File: src/rtl/front_panel_control.sv
// SSEM front-panel run/stop/step controller: synchronises and debounces the
// panel inputs and sequences the STOPPED/ACTIVE/HALTED machine that gates the CPU clock.

module fpc_debounce #(
   parameter logic [31:0] CYCLES = 32'd500000
) (
   input  logic clk_in,
   input  logic reset_n,
   input  logic raw,
   output logic level
);
   logic [1:0]  sync;
   logic [31:0] count;

   // The counter only advances while the synchronised input disagrees with the
   // debounced level, so any glitch shorter than CYCLES is discarded.
   always_ff @(posedge clk_in) begin
      if (!reset_n) begin
         sync  <= '0;
         level <= 1'b0;
         count <= '0;
      end else begin
         sync <= {sync[0], raw};
         if (sync[1] == level) begin
            count <= '0;
         end else if (count == CYCLES - 32'd1) begin
            level <= sync[1];
            count <= '0;
         end else begin
            count <= count + 32'd1;
         end
      end
   end
endmodule

module front_panel_control #(
   parameter logic [31:0] DEBOUNCE_CYCLES = 32'd500000
) (
   input  logic clk_in,
   input  logic reset_n,
   input  logic run_button,
   input  logic stop_button,
   input  logic step_button,
   input  logic step_mode_switch,
   input  logic halt,
   output logic stop,
   output logic single_step,
   output logic single_stepping,
   output logic running_led,
   output logic halted_led,
   output logic halt_ack
);
   localparam int NUM_IN = 4;
   localparam int RUN    = 0;
   localparam int STP    = 1;
   localparam int STEP   = 2;
   localparam int MODE   = 3;

   typedef enum logic [1:0] {STOPPED, ACTIVE, HALTED} state_t;

   state_t            state;
   logic [NUM_IN-1:0] raw_in;
   logic [NUM_IN-1:0] deb;
   logic [NUM_IN-1:0] deb_dly;
   logic [NUM_IN-1:0] press;

   assign raw_in = {step_mode_switch, step_button, stop_button, run_button};

   for (genvar gi = 0; gi < NUM_IN; gi++) begin : g_in
      fpc_debounce #(.CYCLES(DEBOUNCE_CYCLES)) u_deb (
         .clk_in  (clk_in),
         .reset_n (reset_n),
         .raw     (raw_in[gi]),
         .level   (deb[gi])
      );
   end

   // Rising edge of the debounced level: one event per press, none on release.
   assign press = deb & ~deb_dly;

   // Outputs are assigned alongside each state change so they stay registered
   // and line up with the state they describe.
   always_ff @(posedge clk_in) begin
      if (!reset_n) begin
         state           <= STOPPED;
         deb_dly         <= '0;
         stop            <= 1'b1;
         single_step     <= 1'b0;
         single_stepping <= 1'b0;
         running_led     <= 1'b0;
         halted_led      <= 1'b0;
         halt_ack        <= 1'b0;
      end else begin
         deb_dly         <= deb;
         single_stepping <= deb[MODE];
         single_step     <= 1'b0;
         halt_ack        <= 1'b0;
         case (state)
            STOPPED: begin
               if (press[RUN]) begin
                  state       <= ACTIVE;
                  stop        <= 1'b0;
                  running_led <= 1'b1;
               end
            end
            ACTIVE: begin
               // halt outranks a stop press, which outranks a step press
               if (halt) begin
                  state       <= HALTED;
                  stop        <= 1'b1;
                  running_led <= 1'b0;
                  halted_led  <= 1'b1;
               end else if (press[STP]) begin
                  state       <= STOPPED;
                  stop        <= 1'b1;
                  running_led <= 1'b0;
               end else if (press[STEP] && single_stepping) begin
                  single_step <= 1'b1;
               end
            end
            HALTED: begin
               if (press[RUN]) begin
                  state      <= STOPPED;
                  halted_led <= 1'b0;
                  halt_ack   <= 1'b1;
               end
            end
            default: begin
               state       <= STOPPED;
               stop        <= 1'b1;
               running_led <= 1'b0;
               halted_led  <= 1'b0;
            end
         endcase
      end
   end
endmodule

File: config.mk
export PLATFORM = sky130hd
export DESIGN_NAME = front_panel_control
export DESIGN_NICKNAME = d
export VERILOG_FILES = /design/src/rtl/front_panel_control.sv
export SDC_FILE = /design/constraint.sdc
export NUM_CORES = 1
export LEC_CHECK = 0
export CORE_UTILIZATION = 54
export CTS_CLUSTER_DIAMETER = 50
export CTS_CLUSTER_SIZE = 24
export DETAILED_ROUTE_END_ITERATION = 10
export PLACE_DENSITY_LB_ADDON = 0.05
export SYNTH_ARGS = -nofsm -noshare
export SYNTH_HDL_FRONTEND = slang
export SYNTH_SLANG_ARGS = --single-unit
File: constraint.sdc
create_clock -name clk_in -period 2.7 [get_ports clk_in]
set_clock_uncertainty 0.1 [all_clocks]
set_input_delay 0.81 -clock clk_in [delete_from_list [all_inputs] [get_ports clk_in]]
set_output_delay 0.81 -clock clk_in [all_outputs]
set_load 0.1 [all_outputs]
Word level (Yosys, flattened, before mapping)
Index checks and enable logic that the tools add are counted.
- $add $sub $neg: 4
- $mul: 0
- div/mod/pow operators: 0
- order comparisons: 0
- equality and inequality tests: 14
- shift operators: 0
- mux-type cells: 17
- bitwise operators: 10
- reduce and logical (&&, ||, !) cells: 15
- operators with widths (kind ; count):
    $add A32 B1 Y32 const B ; 4
    $eq A32 B19 Y1 const B ; 4
    $reduce_or A3 Y1 ; 4
    $reduce_and A2 Y1 ; 5
    $mux W1 ; 9
    $pmux W1 S3 ; 3
    $reduce_and A3 Y1 ; 3
    $mux W2 ; 4
    $not A1 Y1 ; 8
    $ne A2 B2 Y1 const B ; 3
    $pmux W2 S3 ; 1
    $eq A1 B1 Y1 ; 4
    $reduce_or A4 Y1 ; 1
    $and A3 B3 Y3 ; 1
    $ne A3 B3 Y1 const B ; 1
    $not A3 Y3 ; 1
    $eq A2 B1 Y1 const B ; 1
    $eq A2 B2 Y1 const B ; 1
    $logic_not A2 Y1 ; 1
    $logic_and A1 B1 Y1 ; 1
- flip-flop bits (word level): 151
- bits in latches: 0
- RAM bits: 0
- ROM bits: 0
- input bits: 7
- output and inout bits: 6
- logic and storage cells: 80
- memories: 0

Logic depth before layout (Yosys ltp)
Gate-level depths: netlist (run 1).
- word-level depth: 5
- mapped depth: 8
- depth with buffers taken out: 6

By module
Synthesis (run 1) repeated with hierarchy kept, for this count alone.
- cell total of the unflattened synthesis: 766
- area total of the unflattened synthesis: 6904.1 sq um
- modules (own cells, without submodules) (module ; instances ; cells each ; area each (sq um) ; sequential area each (sq um)):
    fpc_debounce ; 4 ; 183 ; 1626.6 ; 700.7
    front_panel_control ; 1 ; 34 ; 397.9 ; 220.2

Least setup slack after synthesis (run 1)
Ideal clock, no wire load.
- path kind: register -> register
- from: register g_in[0].u_deb.count[0]
- to: register g_in[0].u_deb.count[20]
- setup time: 0.117 ns
- arrival time: 1.691 ns
- required time: 2.483 ns
- slack: 0.792 ns
- cell stages (with the launch flop): 9
- buffers on the path: 2
- clock period less this slack: 1.908 ns
- cell sequence: dfxtp_1 ha_1 and4_1 clkbuf_1 nand4_1 or2_2 nand3_1 buf_2 nor2_1
- word-level cells in the longest chain between the ends: 2
- elaborated cells between the ends (all ways): 3
- classes of those cells: 1 x add/sub; 1 x eq/ne; 1 x reduce/logical
- RTL lines (what ; line ; RTL):
    from (decl) ; 13 ; logic [31:0] count;
    from (signal assigned) ; 30 ; count <= count + 32'd1;
    branches (longest 2 deep; another with $add A32 B1 Y32) ; n/a ;
Several ways; the timed one is not identified.
A chain may end at the register's enable or synchronous reset.

Worst setup path in the final report (run 1)
- from: register g_in[3].u_deb.count[0]
- to: register g_in[3].u_deb.count[30]
- word-level cells in the longest chain between the ends: 2
- elaborated cells between the ends (all ways): 3
- classes of those cells: 1 x add/sub; 1 x eq/ne; 1 x reduce/logical
- RTL lines (what ; line):
    from (decl) ; 13
    from (signal assigned) ; 30
    branches (longest 2 deep; another with $add A32 B1 Y32) ; n/a
Several ways; the timed one is not identified.

==> results of run 1 <==
==> path summary, 6_finish.rpt <==
path                                                end  slack, ns  cells after the start
worst max-delay path            g_in[3].u_deb.count[30]       0.44                      6
worst max register to register  g_in[3].u_deb.count[30]       0.44                      6
worst min-delay path                        single_step       0.29                      1
worst min register to register              single_step       0.29                      1
==> Yosys cell counts, types with 2 or more instances <==
cell type  number  area [um^2]
and2_1         12         75.1
nand4_2         3         37.5
o21ai_0         3         15.0
or2_2           2         12.5
a21oi_1         7         35.0
nor2b_1         8         50.1
nand2_1        39          146
ha_1            4         50.1
buf_4           3         22.5
nor4_4          4         85.1
clkbuf_1        9         33.8
nor4b_1        10         87.6
nor4_1         20          125
nand3_2         2         20.0
nand2b_1        2         12.5
xor2_1         58          508
mux2i_1         3         30.0
nor2_1        149          559
nand2_2         2         12.5
nand4_1        38          238
nand3_1        50          250
nor3_2          5         50.1
or4_1           2         15.0
nand3b_1        3         22.5
buf_2          10         50.1
and4_1         14          123
xnor2_1        64          561
dfxtp_1       151         3020
and2_0          2         12.5
inv_1          15         56.3
nor3_1         20          100
and3_1         19          119
nor4_2          4         50.1
==> cells by family (layout without fill, tap and decap cells) <==
| family | Yosys count | in the layout | synth area share [%] |
|---|---|---|---|
| AND/OR/NAND/NOR | 418 | 418 | 34.1 |
| flip-flops | 151 | 151 | 45.1 |
| XOR/XNOR | 122 | 122 | 15.9 |
| buffers and inverters | 39 | 67 | 2.67 |
| AO/OA/AOI/OAI | 12 | 12 | 0.970 |
| adder cells (fa/ha/maj) | 4 | 4 | 0.747 |
| multiplexers | 3 | 3 | 0.448 |
==> power breakdown <==
part / internal (W) / switching, W / total, W
registers: 0.00224 / 0.00000530 / 0.00224
logic: 0.0000216 / 0.0000392 / 0.0000608
clock network: 0.00162 / 0.000871 / 0.00249
total: 0.00388 / 0.000915 / 0.00480
==> sequential cells by signal, summed over array words and instances (netlist names) <==
| register | cells |
|---|---|
| running_led | 1 |
| deb_dly | 3 |
| single_stepping | 1 |
| g_in.u_deb.level | 4 |
| g_in.u_deb.count | 128 |
| single_step | 1 |
| state | 2 |
| halted_led | 1 |
| g_in.u_deb.sync | 8 |
| stop | 1 |
| halt_ack | 1 |
==> cell usage in the layout, fill, tap and decap left out, types with 7 or more instances in the layout <==
master,count
nand4_1,38
xor2_1,58
clkbuf_16,17
nor4b_1,10
a21oi_1,7
and4_1,14
clkbuf_8,7
dfxtp_1,151
nor4_1,20
nand3_1,50
and3_1,19
buf_4,14
xnor2_1,64
nor2b_1,8
nor2_1,149
inv_1,15
nor3_1,20
and2_1,12
nand2_1,39
==> metrics by stage <==
step | total power (W) | cells | instance area (um^2)
3_3_place_gp | 0.00235 | 913 | 6960
6_report | 0.00480 | 945 | 7590
3_5_place_dp | 0.00235 | 913 | 6960
2_1_floorplan | 0.00233 | 749 | 6700
4_1_cts | 0.00485 | 945 | 7590
5_1_grt | 0.00496 | 945 | 7590
==> area by class of cell <==
class                   count  area, um^2
repair buffers             20         165
fillers                  1035        4470
multi-input cells         559        3500
clock inverters             7         113
clock buffers              25         526
flip-flops and latches    151        3020
well taps                 168         210
inverters                  15        56.3
==> per-layer routing <==
metal	track usage, %	wire length [um]	vias up
met5	0	0	-
met4	7.98	142	0
li1	-	-	2592
met1	27.3	6220	2355
met3	5.74	416	14
met2	34.0	5660	67
==> worst register-to-register path: cells and delay by family (launching register included) <==
kind,cells,cell delay (ns)
XOR/XNOR,1,0.15
AND/OR/NAND/NOR,4,1.27
flip-flops,1,0.38
adder cells (fa/ha/maj),1,0.24
==> metrics.md, run 1 <==
| Metric | Value |
|---|---|
| Outcome | finished, final reports clean |
| Clk sink count | ~150 |
| Clock root buffer | clkbuf_16 |
| Worst setup SP type | register |
| Critical Path RT | about 2.9 ns |
| Drt first pass iters | 5 |
| VDD IR max | between 0.4 and 0.5 mV |
| Clock Pin Slew Worst Setup and Hold Paths | 0.06 ns |
| Maximum clock insertion buffer count | 2 |
| Buffers on Ports | 12 |
| Min-delay src | deb_dly[2] |
| DR vias | approximately 5000 |
| Final GP Congestion | just over 0.8 |
| CTS tree | built |
| Initial core utilization | 55.6% |
| Cell Rows | 40 |
| DRT iter0 DRCs | 326 |
| Via/cell ratio | 5.32 |
| GRT Overall Usage | 21.2% |
| Core Area | between 0.01 and 0.015 mm^2 |
| WL final | around 12 mm |
| GRT overflow | 0 |
| Crit path buf inv count | 0 |
| Slew HR | about three fifths |
| Vias in the first global route | roughly 4800 |
| Hold crit path type | register to register |
| Post-CTS setup buffer count | 0 |
| Synth async-reset ratio | 0% |
| Pins Over Slew Limit | 0 |
| Slew at the pin closest to its max-slew limit | ~0.63 ns |
| Die W | ~110 um |
| Die ar. | 0.0129 mm^2 |
| Inserted Diodes | 0 |
| Post-CTS Resized | 0 |
| CTS H-tree depth | 4 |
| Fin util | 63.0% |
| Crit. End Element | register |
| RSZ-0062 raised after global routing | false |
| Data arrival, critical path | roughly 2.5 ns |
| Tcrit/Tclk final | a little over four fifths |
| Reg-to-Reg Start | g_in[3].u_deb.count[0] |
| Synth Net Count | 760 |
| Wirelength per Cell | ~13 um |
| Fraction of layout cells with a size suffix above 1 | under 10% |
| Hold Slack | approximately 0.3 ns |
| DRT antenna net count | 0 |
| Power Dens Cells | between 600 and 700 mW/mm^2 |
| Hpwl dp | approximately 8.3 mm |
| Leak | 2.47 nW |
| Crit path kind | register to register |
| Nets | 775 |
| Slowest CP cell | or4_1 |
| Setup Total Neg Slack | 0 ns |
| Worst setup slack after layout | approximately 0.44 ns |
| Skew-Pair Late Insertion Delay | around 0.42 ns |
| Fin crit period | between 2 and 2.5 ns |
| Fin. Hold Viols | 0 |
| Post-place setup slack | roughly 0.37 ns |
| CTS Hold Bufs | 0 |
| Die H | between 100 and 150 um |
| Fmax | around 440 MHz |
| CP Cell Sequence | ha_1 > nand4_1 > or4_1 > nor3_2 > xnor2_1 > nor2_1 |
| Post-synthesis sequential area ratio | 45.1% |
| Beginning of the critical path | g_in[3].u_deb.count[0] |
| Number of synthesized flops with an enable pin | 0 |
| Largest net degree at the start of global routing | 33 |
| Cell Area, Synth | between 0.006 and 0.007 mm^2 |
| Drt drc | 0 |
| Yosys reg bits | 151 |
| Max Fanout on Critical Path | 8 |
| Max_cap viols | 0 |
| Total CTS buffers | 17 |
| Area Overhead vs Synth | 13.3% |
| First-pass GRT wire length | about 22 mm |
| Initial antenna violation count | 0 |
| Post-synth cell types | 45 |
| Cell count after synthesis | 749 |
| Synth Area per Inst | between 8 and 9 um^2 |
| Final setup fails | 0 |
| CP top delay family | simple AND/OR/NAND/NOR gates |
| Worst path max stage delay | around 0.8 ns |
| Num ports | 13 |
| Synth warn | 0 |
| Post-synth top flop | dfxtp_1 |
Note: power is estimated with default switching activity, not from simulation.
==> run 2: changes to the inputs <==
clock period = 1.98 ns   (was 2.7 ns; I/O delays follow)
==> run 2 against run 1 <==
  * Die area is the same
  * Maximum frequency increased by 19%
  * Via count up 4.0%
  * Critical path type unchanged
==> metrics.md, run 2 (synthesized netlist as in run 1, its figures left out) <==
| Metric | Value |
|---|---|
| Min-Delay Path Depth | 1 (unchanged) |
| Layout Cells excl Fill | 990 (+4.8%) |
| CTS Hold Bufs | 0 (unchanged) |
| WL final | 13.2 mm (+6.4%) |
| RSZ-0062 raised after global routing | true |
| First-pass GRT wire length | 23.0 mm (+4.5%) |
| Max FFs per register | 128 (unchanged) |
| Slowest CP cell | or4_4 |
| Total CTS buffers | 17 (unchanged) |
| Placed cell count | 957 (+4.8%) |
| Nets | 820 (+5.8%) |
| Worst path max stage delay | 0.55 ns (-0.26 ns) |
| Skew-Pair Late Insertion Delay | 0.43 ns (about the same) |
| Largest net degree at the start of global routing | 33 (unchanged) |
| Initial core utilization | 55.6% (unchanged) |
| Cell Rows | 40 (unchanged) |
| DRT antenna net count | 0 (unchanged) |
| Inserted Diodes | 0 (unchanged) |
| GRT Overall Usage | 22.4% (+1.2 points) |
| CTS H-tree depth | 4 (unchanged) |
| Crit path kind | register to register |
| Data arrival, critical path | 2.12 ns (-0.33 ns) |
| Reg2reg path depth | 7 (+1) |
| Final GP Congestion | 0.819 (about the same) |
| Reg2reg setup slack | 0.08 ns (-0.36 ns) |
| DRT iter0 DRCs | 329 (+0.92%) |
| Wirelength per Cell | 13.4 um (+1.5%) |
| Worst setup SP type | register |
| CP Cell Sequence | ha_2 > nand4_1 > or4_4 > buf_6 > nor3_2 > xnor2_1 > nor2_1 |
| Slew at the pin closest to its max-slew limit | 0.449 ns (-0.178 ns) |
| Max_cap viols | 0 (unchanged) |
| Clock Pin Slew Worst Setup and Hold Paths | 0.06 ns (about the same) |
| Initial antenna violation count | 0 (unchanged) |
| Tcrit/Tclk final | 95.9% (+12 points) |
| Slew HR | 69.9% (+12 points) |
| Fraction of layout cells with a size suffix above 1 | 15.5% (+6.2 points) |
| Fmax | 527 MHz (+19%) |
| Die W | 113 um (unchanged) |
| Max Fanout on Critical Path | 8 (unchanged) |
| Maximum clock insertion buffer count | 2 (unchanged) |
| Hold crit path type | register to register |
| Crit. End Element | register |
| Num ports | 13 (unchanged) |
| CTS tree | built |
| Register area | 0.00303 mm^2 (about the same) |
| Vias in the first global route | 5083 (+4.9%) |
| Beginning of the critical path | g_in[3].u_deb.count[1] |
| Power Dens Cells | 802 mW/mm^2 (+27%) |
| GRT overflow | 0 (unchanged) |
| Multi-input gate area | 0.00355 mm^2 (+1.4%) |
| Setup crit end | g_in[3].u_deb.count[26] |
| Buffers on Ports | 12 (unchanged) |
| VDD IR max | 0.608 mV (+49%) |
| Core Area | 0.0121 mm^2 (unchanged) |
| Most frequent cells in the layout | 149 x nor2_1, 149 x dfxtp_1, 64 x xnor2_1 |
| Die H | 113 um (unchanged) |
| Fin crit period | 1.90 ns (-0.359 ns) |
| Drt first pass iters | 5 (unchanged) |
| Post-CTS setup buffer count | 0 (unchanged) |
| Critical Path RT | 2.20 ns (-0.70 ns) |
| Biggest register | g_in.u_deb.count |
| Pins Over Slew Limit | 0 (unchanged) |
| Drt drc | 0 (unchanged) |
| Clk sink count | 151 (unchanged) |
| Post-place setup slack | 0.0431 ns (-0.322 ns) |
| Area Overhead vs Synth | 21.1% |
| Fin util | 67.3% (+4.3 points) |
| Clock root buffer | clkbuf_16 |
| Fill cells | 1007 (-2.7%) |
| Worst setup slack after layout | 0.0810 ns (-0.361 ns) |
| Leak | 2.76 nW (+12%) |
| Hpwl dp | 8.96 mm (+7.5%) |
| Top Registers | g_in.u_deb.count: 128 flops, g_in.u_deb.sync: 8 flops, g_in.u_deb.level: 4 flops |
| FF-to-FF End | g_in[3].u_deb.count[26] |
| Via/cell ratio | 5.28 (-0.73%) |
| Outcome | finished, final reports clean |
| Fin. Hold Viols | 0 (unchanged) |
| Reg-to-Reg Start | g_in[3].u_deb.count[1] |
| DR vias | 5229 (+4.0%) |
| Die ar. | 0.0129 mm^2 (unchanged) |
| Final setup fails | 0 (unchanged) |
[run 2: cell count changes in the layout (fill, tap and decap cells not counted), moves of 4 or more]
cell	before	now
buf_4	14	46
buf_12	0	11
clkinvlp_4	1	6
clkbuf_8	7	0
nor4_1	20	16
nor4_2	4	8
[run 2: worst min path at each step]
stage	startpoint	endpoint	slack (ns)
floorplan	deb_dly[2]	single_step	0.27
global placement	deb_dly[2]	single_step	0.28
detailed placement	deb_dly[2]	single_step	0.29
CTS	deb_dly[2]	single_step	0.29
global route	deb_dly[2]	single_step	0.33
finish	deb_dly[2]	single_step	0.30
[run 2: routing by layer]
metal | vias up | GRT usage (%) | wire, um
li1 | 2679 | - | -
met1 | 2461 | 28.4 | 6390
met2 | 72 | 36.4 | 6210
met3 | 17 | 6.27 | 427
met4 | 0 | 8.07 | 197
met5 | - | 0 | 0
[run 2: metrics by stage]
step | total power [W] | hold WS [ns] | area (um^2) | setup TNS, ns
finish | 0.00651 | 0.299 | 8120 | 0
global route | 0.00673 | 0.332 | 8120 | -0.0456
global placement | 0.00322 | 0.283 | 7420 | 0
detailed placement | 0.00323 | 0.285 | 7420 | 0
floorplan | 0.00318 | 0.274 | 6700 | 0
CTS | 0.00658 | 0.293 | 8040 | 0
[run 2: final cells by class]
class	count	area share, %
clock buffer	19	5.33
clock inverter	13	2.22
inverter	15	0.694
multi-input combinational	559	43.7
sequential	151	37.3
tap	168	2.59
timing repair buffer	65	8.15
[run 2: what timing repair did]
item / 4_1_cts / 5_1_grt
resized for setup: 0 / 13
hold endpoints to repair: 0 / 0
setup endpoints to repair: 0 / 64
[run 2: power by group]
group	total [W]	internal, W	switching, W
clock	0.00335	0.00210	0.00125
sequential	0.00306	0.00305	0.00000847
combinational	0.000101	0.0000452	0.0000560
[run 2: critical path: cells and delay by family, from the launching register on]
family	cells	cell delay (ns)
DFF	1	0.35
and+or+nand+nor	4	0.85
adders and majority gates	1	0.18
buffers and inverters	1	0.16
xor gates and xnor gates	1	0.14
==> run 3: changes to the inputs <==
clock period = 1.83 ns   (was 1.98 ns; I/O delays follow)
==> run 3 against run 2 <==
  * The flow now finishes with violations (setup timing)
  * Non-clock buffer count is 71 higher
  * Cell count is 7.3% higher
  * Maximum frequency is 1.4% higher
  * Sequential power is 7.8% higher
  * Count of clock-buffer cells in the layout stayed put
  * Total power is 11% higher
  * Critical path depth stayed put
  * Critical endpoint is now g_in[3].u_deb.count[10]
  * Largest cell class unchanged
  * Largest power group unchanged
==> metrics.md, run 3 (synthesized netlist as in run 1, its figures left out) <==
| Metric | Value |
|---|---|
| GRT Overall Usage | 23.9% (+1.5 points) |
| Area Overhead vs Synth | 38.8% |
| Tcrit/Tclk final | 102% (+6.5 points) |
| Fmax | 534 MHz (+1.4%) |
| Vias in the first global route | 5470 (+7.6%) |
| Num ports | 13 (unchanged) |
| Slew at the pin closest to its max-slew limit | 0.344 ns (-0.105 ns) |
| Hpwl dp | 9.71 mm (+8.4%) |
| WL final | 16.1 mm (+22%) |
| CTS tree | built |
| Hold crit path type | register to register |
| Final setup fails | 38 (+38) |
| Final Cell Area | 0.00931 mm^2 (+15%) |
| Critical Path RT | 2.04 ns (-0.16 ns) |
| Worst setup SP type | register |
| Max FFs per register | 128 (unchanged) |
| Via/cell ratio | 5.42 (+2.7%) |
| DRT iter0 DRCs | 286 (-13%) |
| Skew-Pair Late Insertion Delay | 0.43 ns (about the same) |
| Maximum clock insertion buffer count | 2 (unchanged) |
| Core Area | 0.0121 mm^2 (unchanged) |
| Clk sink count | 151 (unchanged) |
| Clock Pin Slew Worst Setup and Hold Paths | 0.06 ns (about the same) |
| CTS H-tree depth | 4 (unchanged) |
| GRT overflow | 0 (unchanged) |
| VDD IR max | 0.692 mV (+14%) |
| Worst setup slack after layout | -0.0436 ns (-0.125 ns) |
| Largest net degree at the start of global routing | 33 (unchanged) |
| Drt drc | 0 (unchanged) |
| Buffers on Ports | 12 (unchanged) |
| Fin crit period | 1.87 ns (-0.0255 ns) |
| Final Power | 0.00725 W (+11%) |
| Die ar. | 0.0129 mm^2 (unchanged) |
| Top Registers | g_in.u_deb.count: 128 flops, g_in.u_deb.sync: 8 flops, g_in.u_deb.level: 4 flops |
| Die H | 113 um (unchanged) |
| Initial antenna violation count | 0 (unchanged) |
| Crit. End Element | register |
| Leak | 3.39 nW (+23%) |
| Initial core utilization | 55.6% (unchanged) |
| Fraction of layout cells with a size suffix above 1 | 31.4% (+16 points) |
| Pins Over Slew Limit | 0 (unchanged) |
| Drt first pass iters | 5 (unchanged) |
| Data arrival, critical path | 2.08 ns (-0.04 ns) |
| Clock root buffer | clkbuf_16 |
| Fin. Hold Viols | 0 (unchanged) |
| DR vias | 5761 (+10%) |
| DRT antenna net count | 0 (unchanged) |
| Commonest non-fill, non-tap cell in the layout | dfxtp_1 |
| First-pass GRT wire length | 24.5 mm (+6.6%) |
| Crit path kind | register to register |
| Max Fanout on Critical Path | 6 (-2) |
| RSZ-0062 raised after global routing | true |
| Inserted Diodes | 0 (unchanged) |
| Total CTS buffers | 17 (unchanged) |
| Most frequent cells in the layout | 128 x dfxtp_1, 125 x nor2_1, 97 x buf_4 |
| Placed cell area | 0.00784 mm^2 (+5.6%) |
| Outcome | finished with violations |
| Nets | 892 (+8.8%) |
| Biggest register | g_in.u_deb.count |
| Power Dens Cells | 779 mW/mm^2 (-2.8%) |
| Die W | 113 um (unchanged) |
| Wirelength per Cell | 15.2 um (+14%) |
| Final GP Congestion | 0.834 (+1.8%) |
| Max_cap viols | 0 (unchanged) |
| Cell Rows | 40 (unchanged) |
| Violated checks | setup timing |
| Slew HR | 76.8% (+6.9 points) |
[run 3: changes by cell type in the layout (fill, tap and decap cells not counted), sizes merged]
cell	before	now
bufinv	4	5
clkinv	3	6
buf	58	127
nand4	42	43
clkbuf	20	22
clkinvlp	6	2
[run 3: worst max-delay path: stages, from the launching register on]
cell and delay, ns:
dfxtp_4 0.37, nor4_4 0.30, nand2_2 0.12, nor4_4 0.30, nand3b_1 0.24, buf_6 0.16
buf_8 0.13, nor2_2 0.04
[run 3: where the power goes]
| part | internal (W) | total, W | switching [W] |
|---|---|---|---|
| logic | 0.0000718 | 0.000146 | 0.0000745 |
| registers | 0.00329 | 0.00330 | 0.00000989 |
| clock network | 0.00245 | 0.00380 | 0.00136 |
| total | 0.00581 | 0.00725 | 0.00144 |
[run 3: layout make-up]
cell class | instances | area, um^2
clock buffers | 19 | 443
repair buffers | 136 | 1320
well taps | 168 | 210
multi-input cells | 560 | 4010
fillers | 821 | 2750
inverters | 15 | 56.3
flip-flops and latches | 151 | 3060
clock inverters | 13 | 203
[run 3: path summary, 6_finish.rpt]
check,to,start,depth (start not counted),slack (ns)
hold reg to reg,single_step,deb_dly[2],1,0.32
hold / removal,single_step,deb_dly[2],1,0.32
setup / recovery,g_in[3].u_deb.count[10],g_in[3].u_deb.count[11],7,-0.04
setup reg to reg,g_in[3].u_deb.count[10],g_in[3].u_deb.count[11],7,-0.04
[run 3: metrics by stage]
step           TNS, ns  util (%)  std cells  hold slack [ns]  worst slack, ns
6_report        -0.719      77.2       1062            0.322          -0.0436
5_1_grt          -7.25      77.2       1062            0.335           -0.118
4_1_cts              0      71.0       1047            0.318         0.000167
3_5_place_dp    -0.542      65.0       1013            0.292          -0.0291
3_3_place_gp    -0.445      65.0       1013            0.283          -0.0235
2_1_floorplan        0         -        749            0.274          0.00767
[run 3: layer usage]
| layer | up-vias | track usage, % | routed length (um) |
|---|---|---|---|
| li1 | 2846 | - | - |
| met1 | 2766 | 29.3 | 7040 |
| met2 | 117 | 40.7 | 8230 |
| met3 | 32 | 5.58 | 576 |
| met4 | 0 | 9.47 | 301 |
| met5 | - | 0 | 0 |
[run 3: timing repair]
action                                  4_1_cts  5_1_grt
endpoints found under the setup margin       89      130
gates cloned                                  0        8
hold buffers                                  0        0
pin swaps                                     1       40
setup buffers                                 2        7
gates resized for setup                      10      143
